<file path="src/rtl/cpu_trace_capture.sv">
// Retirement-trace recorder: watches the CPU control state for instruction-fetch
// entries and queues one {PC, instruction, cycle count} record per completed instruction.
module cpu_trace_capture #(
   parameter int          DEPTH       = 16,
   parameter logic [3:0]  FETCH_STATE = 4'd0
) (
   input  logic                     Clk,
   input  logic                     Reset_n,
   input  logic                     Enable,
   input  logic [3:0]               t_State,
   input  logic [31:0]              t_CurrentPC,
   input  logic [31:0]              t_LatchedInstr,
   output logic                     Rd_Valid,
   input  logic                     Rd_Ready,
   output logic [31:0]              Rd_PC,
   output logic [31:0]              Rd_Instr,
   output logic [7:0]               Rd_Cycles,
   output logic [$clog2(DEPTH):0]   Count,
   output logic                     Full,
   output logic [15:0]              Dropped
);

   localparam int AW = $clog2(DEPTH);
   localparam int CW = AW + 1;
   localparam logic [CW-1:0] FULL_CNT = CW'(DEPTH);

   typedef enum logic [1:0] {IDLE, ARM, TRACK} state_t;

   typedef struct packed {
      logic [31:0] pc;
      logic [31:0] instr;
      logic [7:0]  cyc;
   } rec_t;

   function automatic logic [7:0] sat_inc8(input logic [7:0] v);
      return (v == 8'hFF) ? v : v + 8'd1;
   endfunction

   function automatic logic [15:0] sat_inc16(input logic [15:0] v);
      return (v == 16'hFFFF) ? v : v + 16'd1;
   endfunction

   state_t         state_q, state_d;
   logic [3:0]     prev_state_q, prev_state_d;
   logic           prev_valid_q, prev_valid_d;
   logic [31:0]    cur_pc_q, cur_pc_d;
   logic [31:0]    cur_instr_q, cur_instr_d;
   logic [7:0]     cyc_q, cyc_d;
   logic [AW-1:0]  wr_ptr_q, wr_ptr_d;
   logic [AW-1:0]  rd_ptr_q, rd_ptr_d;
   logic [CW-1:0]  count_q, count_d;
   logic           full_q, full_d;
   logic [15:0]    dropped_q, dropped_d;
   rec_t           mem_q [DEPTH];

   logic           fetch_entry;
   logic           push_req;
   logic           pop;
   logic           do_push;
   rec_t           push_rec;
   rec_t           head;

   // A reset clears prev_valid so a CPU parked in fetch still counts as an entry.
   assign fetch_entry = (t_State == FETCH_STATE) &&
                        (!prev_valid_q || (prev_state_q != FETCH_STATE));

   always_comb begin
      state_d      = state_q;
      cur_pc_d     = cur_pc_q;
      cur_instr_d  = cur_instr_q;
      cyc_d        = cyc_q;
      push_req     = 1'b0;
      prev_state_d = t_State;
      prev_valid_d = 1'b1;
      push_rec     = '{pc: cur_pc_q, instr: cur_instr_q, cyc: cyc_q};
      case (state_q)
         IDLE: begin
            if (Enable) state_d = ARM;
         end
         ARM: begin
            if (!Enable) begin
               state_d = IDLE;
            end else if (fetch_entry) begin
               state_d  = TRACK;
               cur_pc_d = t_CurrentPC;
               cyc_d    = 8'd1;
            end
         end
         TRACK: begin
            if (!Enable) begin
               state_d = IDLE;
            end else begin
               if (t_State != FETCH_STATE) cur_instr_d = t_LatchedInstr;
               cyc_d = sat_inc8(cyc_q);
               // The record closes before this fetch cycle is counted.
               if (fetch_entry) begin
                  push_req = 1'b1;
                  cur_pc_d = t_CurrentPC;
                  cyc_d    = 8'd1;
               end
            end
         end
         default: state_d = IDLE;
      endcase
   end

   always_comb begin
      pop       = (count_q != '0) && Rd_Ready;
      do_push   = push_req && (!full_q || pop);
      wr_ptr_d  = do_push ? wr_ptr_q + 1'b1 : wr_ptr_q;
      rd_ptr_d  = pop ? rd_ptr_q + 1'b1 : rd_ptr_q;
      count_d   = count_q;
      case ({do_push, pop})
         2'b10:   count_d = count_q + 1'b1;
         2'b01:   count_d = count_q - 1'b1;
         default: count_d = count_q;
      endcase
      full_d    = (count_d == FULL_CNT);
      dropped_d = (push_req && !do_push) ? sat_inc16(dropped_q) : dropped_q;
   end

   always_ff @(posedge Clk or negedge Reset_n) begin
      if (!Reset_n) begin
         state_q      <= IDLE;
         prev_state_q <= 4'd0;
         prev_valid_q <= 1'b0;
         cur_pc_q     <= '0;
         cur_instr_q  <= '0;
         cyc_q        <= '0;
         wr_ptr_q     <= '0;
         rd_ptr_q     <= '0;
         count_q      <= '0;
         full_q       <= 1'b0;
         dropped_q    <= '0;
      end else begin
         state_q      <= state_d;
         prev_state_q <= prev_state_d;
         prev_valid_q <= prev_valid_d;
         cur_pc_q     <= cur_pc_d;
         cur_instr_q  <= cur_instr_d;
         cyc_q        <= cyc_d;
         wr_ptr_q     <= wr_ptr_d;
         rd_ptr_q     <= rd_ptr_d;
         count_q      <= count_d;
         full_q       <= full_d;
         dropped_q    <= dropped_d;
      end
   end

   // Storage needs no reset: an empty FIFO masks the read outputs to zero.
   always_ff @(posedge Clk) begin
      if (do_push) mem_q[wr_ptr_q] <= push_rec;
   end

   assign head      = mem_q[rd_ptr_q];
   assign Rd_Valid  = (count_q != '0);
   assign Rd_PC     = Rd_Valid ? head.pc    : '0;
   assign Rd_Instr  = Rd_Valid ? head.instr : '0;
   assign Rd_Cycles = Rd_Valid ? head.cyc   : '0;
   assign Count     = count_q;
   assign Full      = full_q;
   assign Dropped   = dropped_q;

endmodule

</file>
<file path="config.mk">
export PLATFORM = sky130hd
export DESIGN_NAME = cpu_trace_capture
export DESIGN_NICKNAME = d
export VERILOG_FILES = /design/src/rtl/cpu_trace_capture.sv
export SDC_FILE = /design/constraint.sdc
export NUM_CORES = 1
export LEC_CHECK = 0
export CORE_MARGIN = 2
export CORE_UTILIZATION = 45
export DETAILED_ROUTE_END_ITERATION = 7
export PLACE_DENSITY_LB_ADDON = 0.1
export SLEW_MARGIN = 0
export SYNTH_ARGS = -nofsm -noshare
export SYNTH_HDL_FRONTEND = slang
export SYNTH_SLANG_ARGS = --single-unit
</file>
<file path="constraint.sdc">
create_clock -name Clk -period 9.85 [get_ports Clk]
set_input_delay 1.4775 -clock Clk [delete_from_list [all_inputs] [get_ports Clk]]
set_output_delay 1.4775 -clock Clk [all_outputs]
set_load 0.01 [all_outputs]
</file>
==> results by group <==
Die
  • Die area: 110000 sq um
  • Io pins: 167
  • Die Wd: 332 um
  • Core area: around 110000 sq um
  • Initial Utilization: 0.453
  • Row count: 120
  • Die height: 332 um

STA
  • Max Fclk: 0.175 GHz
  • Worst clock skew: 30.8 ps
  • Setup violators final: 0
  • Fin crit share: 0.580
  • Slew Viols, Final: 0
  • RSZ-0062 raised after global routing: no
  • Slew margin rel.: 0.182
  • Final Critical Period: 5710 ps
  • Hold Violations, Final: 0
  • WHS: approximately 500 ps
  • Worst Max-Slew Pin Slew: 1220 ps

Setup path
  • Worst reg2reg path startpoint: state_q[0]
  • R2r setup slk: 5520 ps
  • Crit. Startpoint: rd_ptr_q[0]
  • Critical path data arrival time: 4240 ps
  • Delay of the slowest critical-path stage: 880 ps
  • Endpoint class of the critical path: output port
  • Worst Path Max Fanout: 49
  • Slowest CP cell: buf_4
  • Worst path most repeated cell: mux4_2
  • CP required: around 8400 ps
  • R2R depth: 7
  • Crit path cell chain: buf_4 > mux4_2 > mux4_2 > and2_1 > clkdlybuf4s50_1
  • Crit Path Class: reg -> out
  • Critical path startpoint category: register

Layout
  • Finished Layout Cells: 3818
  • Final-layout fill cell count: 8241
  • FF/Latch Area: ~37000 sq um
  • Synthesis-to-layout area growth: 16.2%
  • Nets: around 2.4k
  • Post-layout util: 0.526
  • Share of cells above drive strength 1: 0.291
  • Multi-input gate area: between 10000 and 15000 sq um

Min path
  • Worst hold path class: reg -> reg
  • Hold path depth: 1
  • Hold wc startpoint: Dropped[5]

Power
  • Power, Total: 0.0161 W
  • Leakage: approximately 18 nW
  • Max IR drop VDD: 0.189 mV
  • Power per cell area: 287 nW/um^2

CTS
  • H-tree depth: 4
  • Cts hold-fix bufs: 0
  • CTS tree: built
  • Clock transition at path regs: 60 ps
  • CTS max path bufs: 3
  • Num CTS Buffers: 134
  • Post-CTS Resized: 0
  • Clk_lat worst skew: 730 ps
  • Root Buffer: clkbuf_16
  • Num Clock Sinks: 1261
  • Post CTS Setup Buffer Count: 0

Synth
  • Yosys warnings: 0
  • #FFs+latches synth: 1261
  • Sequential element share of the synthesized area: 0.771
  • Ys flop type: edfxtp_1
  • Fraction of registers with async set/reset: 0.0864
  • Post-synth top area share: 0.714
  • Synth area leader: edfxtp_1
  • Post-Synthesis Cell Area: 48400 sq um
  • Synth cell types: 52
  • Post-Syn Instances: a little over 2k
  • Ranking of synthesized cells by area: edfxtp_1 71%, mux4_2 17%, dfrtp_1 5.6%
  • Mapped Nets: 2139
  • Syn avg cell area: 23.6 sq um
  • Post-synth EDFFs: 1152

Detailed routing
  • Drt total wl: 106000 um
  • Via count: 21.9k
  • First drt pass iteration count: 5
  • Vias per inst: 5.74
  • Wire per inst: 27.7 um
  • Final ANT Viol Nets: 0
  • # DRC: 0
  • Iteration-0 DRC count of the detailed router: 1854

GRT
  • Largest net degree at the start of global routing: 133
  • Total track usage: 0.197
  • Initial antenna violation count: 4
  • Gr ovfl total: 0
  • Vias in the first global route: ~24k
  • First-pass GRT wire length: 158000 um

Run
  • Maxcap violations: 0

Placement
  • HPWL after DPL: ~56000 um
  • Buffers on Ports: 166
  • Placer congestion estimate: 0.753
  • Placed Instances: 3571

Status
  • Outcome: finished clean
## kinds of logic (layout without fill, tap and decap cells)
logic type / count (synthesis) / after routing / synth area share
AOI/OAI and AO/OA: 34 / 34 / 0.00514
xor gates and xnor gates: 25 / 25 / 0.00452
adders and majority gates: 13 / 13 / 0.00336
buffers and inverters: 115 / 475 / 0.0114
DFF: 1261 / 1261 / 0.771
muxes: 430 / 430 / 0.184
other: 1 / 2 / 0.0000774
and+or+nand+nor: 175 / 175 / 0.0210
## per-layer routing
layer	global-route usage	wire length (um)
met1	0.275	45700
met4	0.0523	1930
met3	0.0338	5250
met5	0	0
met2	0.323	53000
## stage by stage
| stage | setup TNS [ps] | instance area, sq um | setup WS, ps |
|---|---|---|---|
| 2_1_floorplan | -23230 | 48400 | -80.7 |
| 3_3_place_gp | 0 | 51900 | 4060 |
| 3_5_place_dp | 0 | 51900 | 3910 |
| 4_1_cts | 0 | 56300 | 3960 |
| 5_1_grt | 0 | 56300 | 3830 |
| 6_report | 0 | 56300 | 4140 |
## cell usage in the layout, fill, tap and decap left out, types with 5 or more instances in the layout
master / count
nor3_1: 6
nor2_4: 5
nand4_1: 5
and2_1: 75
buf_4: 43
clkinv_1: 18
nand2_1: 23
inv_1: 15
dfrtp_1: 105
inv_6: 5
mux2_2: 69
clkbuf_16: 141
bufinv_16: 9
mux4_2: 360
clkbuf_1: 35
clkbuf_8: 15
edfxtp_1: 1152
xor2_1: 15
clkdlybuf4s50_1: 165
nand3_1: 12
nor2_1: 9
clkinv_2: 15
nor3_2: 6
o21ai_0: 12
ha_1: 13
xnor2_1: 10
## layout make-up
type	count	area share
clock inverters	55	0.00980
repair buffers	213	0.0367
multi-input cells	678	0.189
flip-flops and latches	1261	0.663
well taps	1403	0.0312
clock buffers	191	0.0687
inverters	16	0.00107
diodes	1	0.0000445
## final timing paths
path / endpoint
setup / recovery: Rd_Cycles[0]
hold / removal: Dropped[5]
setup reg to reg: mem_q[12][17]
hold reg to reg: Dropped[5]
max in group asynchronous: cur_pc_q[25]
min in group asynchronous: cur_pc_q[5]
## critical path, delay by kind of cell, from the launching register on
family / cells / cell delay (ps)
buffers and inverters: 2 / 1360
muxes: 2 / 1200
DFF: 1 / 710
and+or+nand+nor: 1 / 210
## synth_stat cells (all sizes together), types with 5 or more instances
library cell,number
xor2,15
mux4,360
ha,13
nand3,13
clkbuf,49
nor3,12
mux2,69
nor4,7
nand2,24
o31ai,5
xnor2,10
and2,79
edfxtp,1152
nand4,5
o21ai,13
dfrtp,109
nor2,14
inv,16
buf,50
## sequential cells by signal, indices dropped and copies added, names as in the netlist
signal	count
wr_ptr_q	4
prev_state_q	4
Full	1
Count	5
cur_instr_q	32
cur_pc_q	32
prev_valid_q	1
state_q	2
mem_q	1152
Dropped	16
rd_ptr_q	4
cyc_q	8
## power breakdown
group          internal, W  total [W]  switching, W
Sequential         0.00652    0.00723      0.000710
Clock              0.00297    0.00498       0.00200
Combinational      0.00225    0.00392       0.00167
Total               0.0117     0.0161       0.00438
Power figures use the tool's default switching activity.
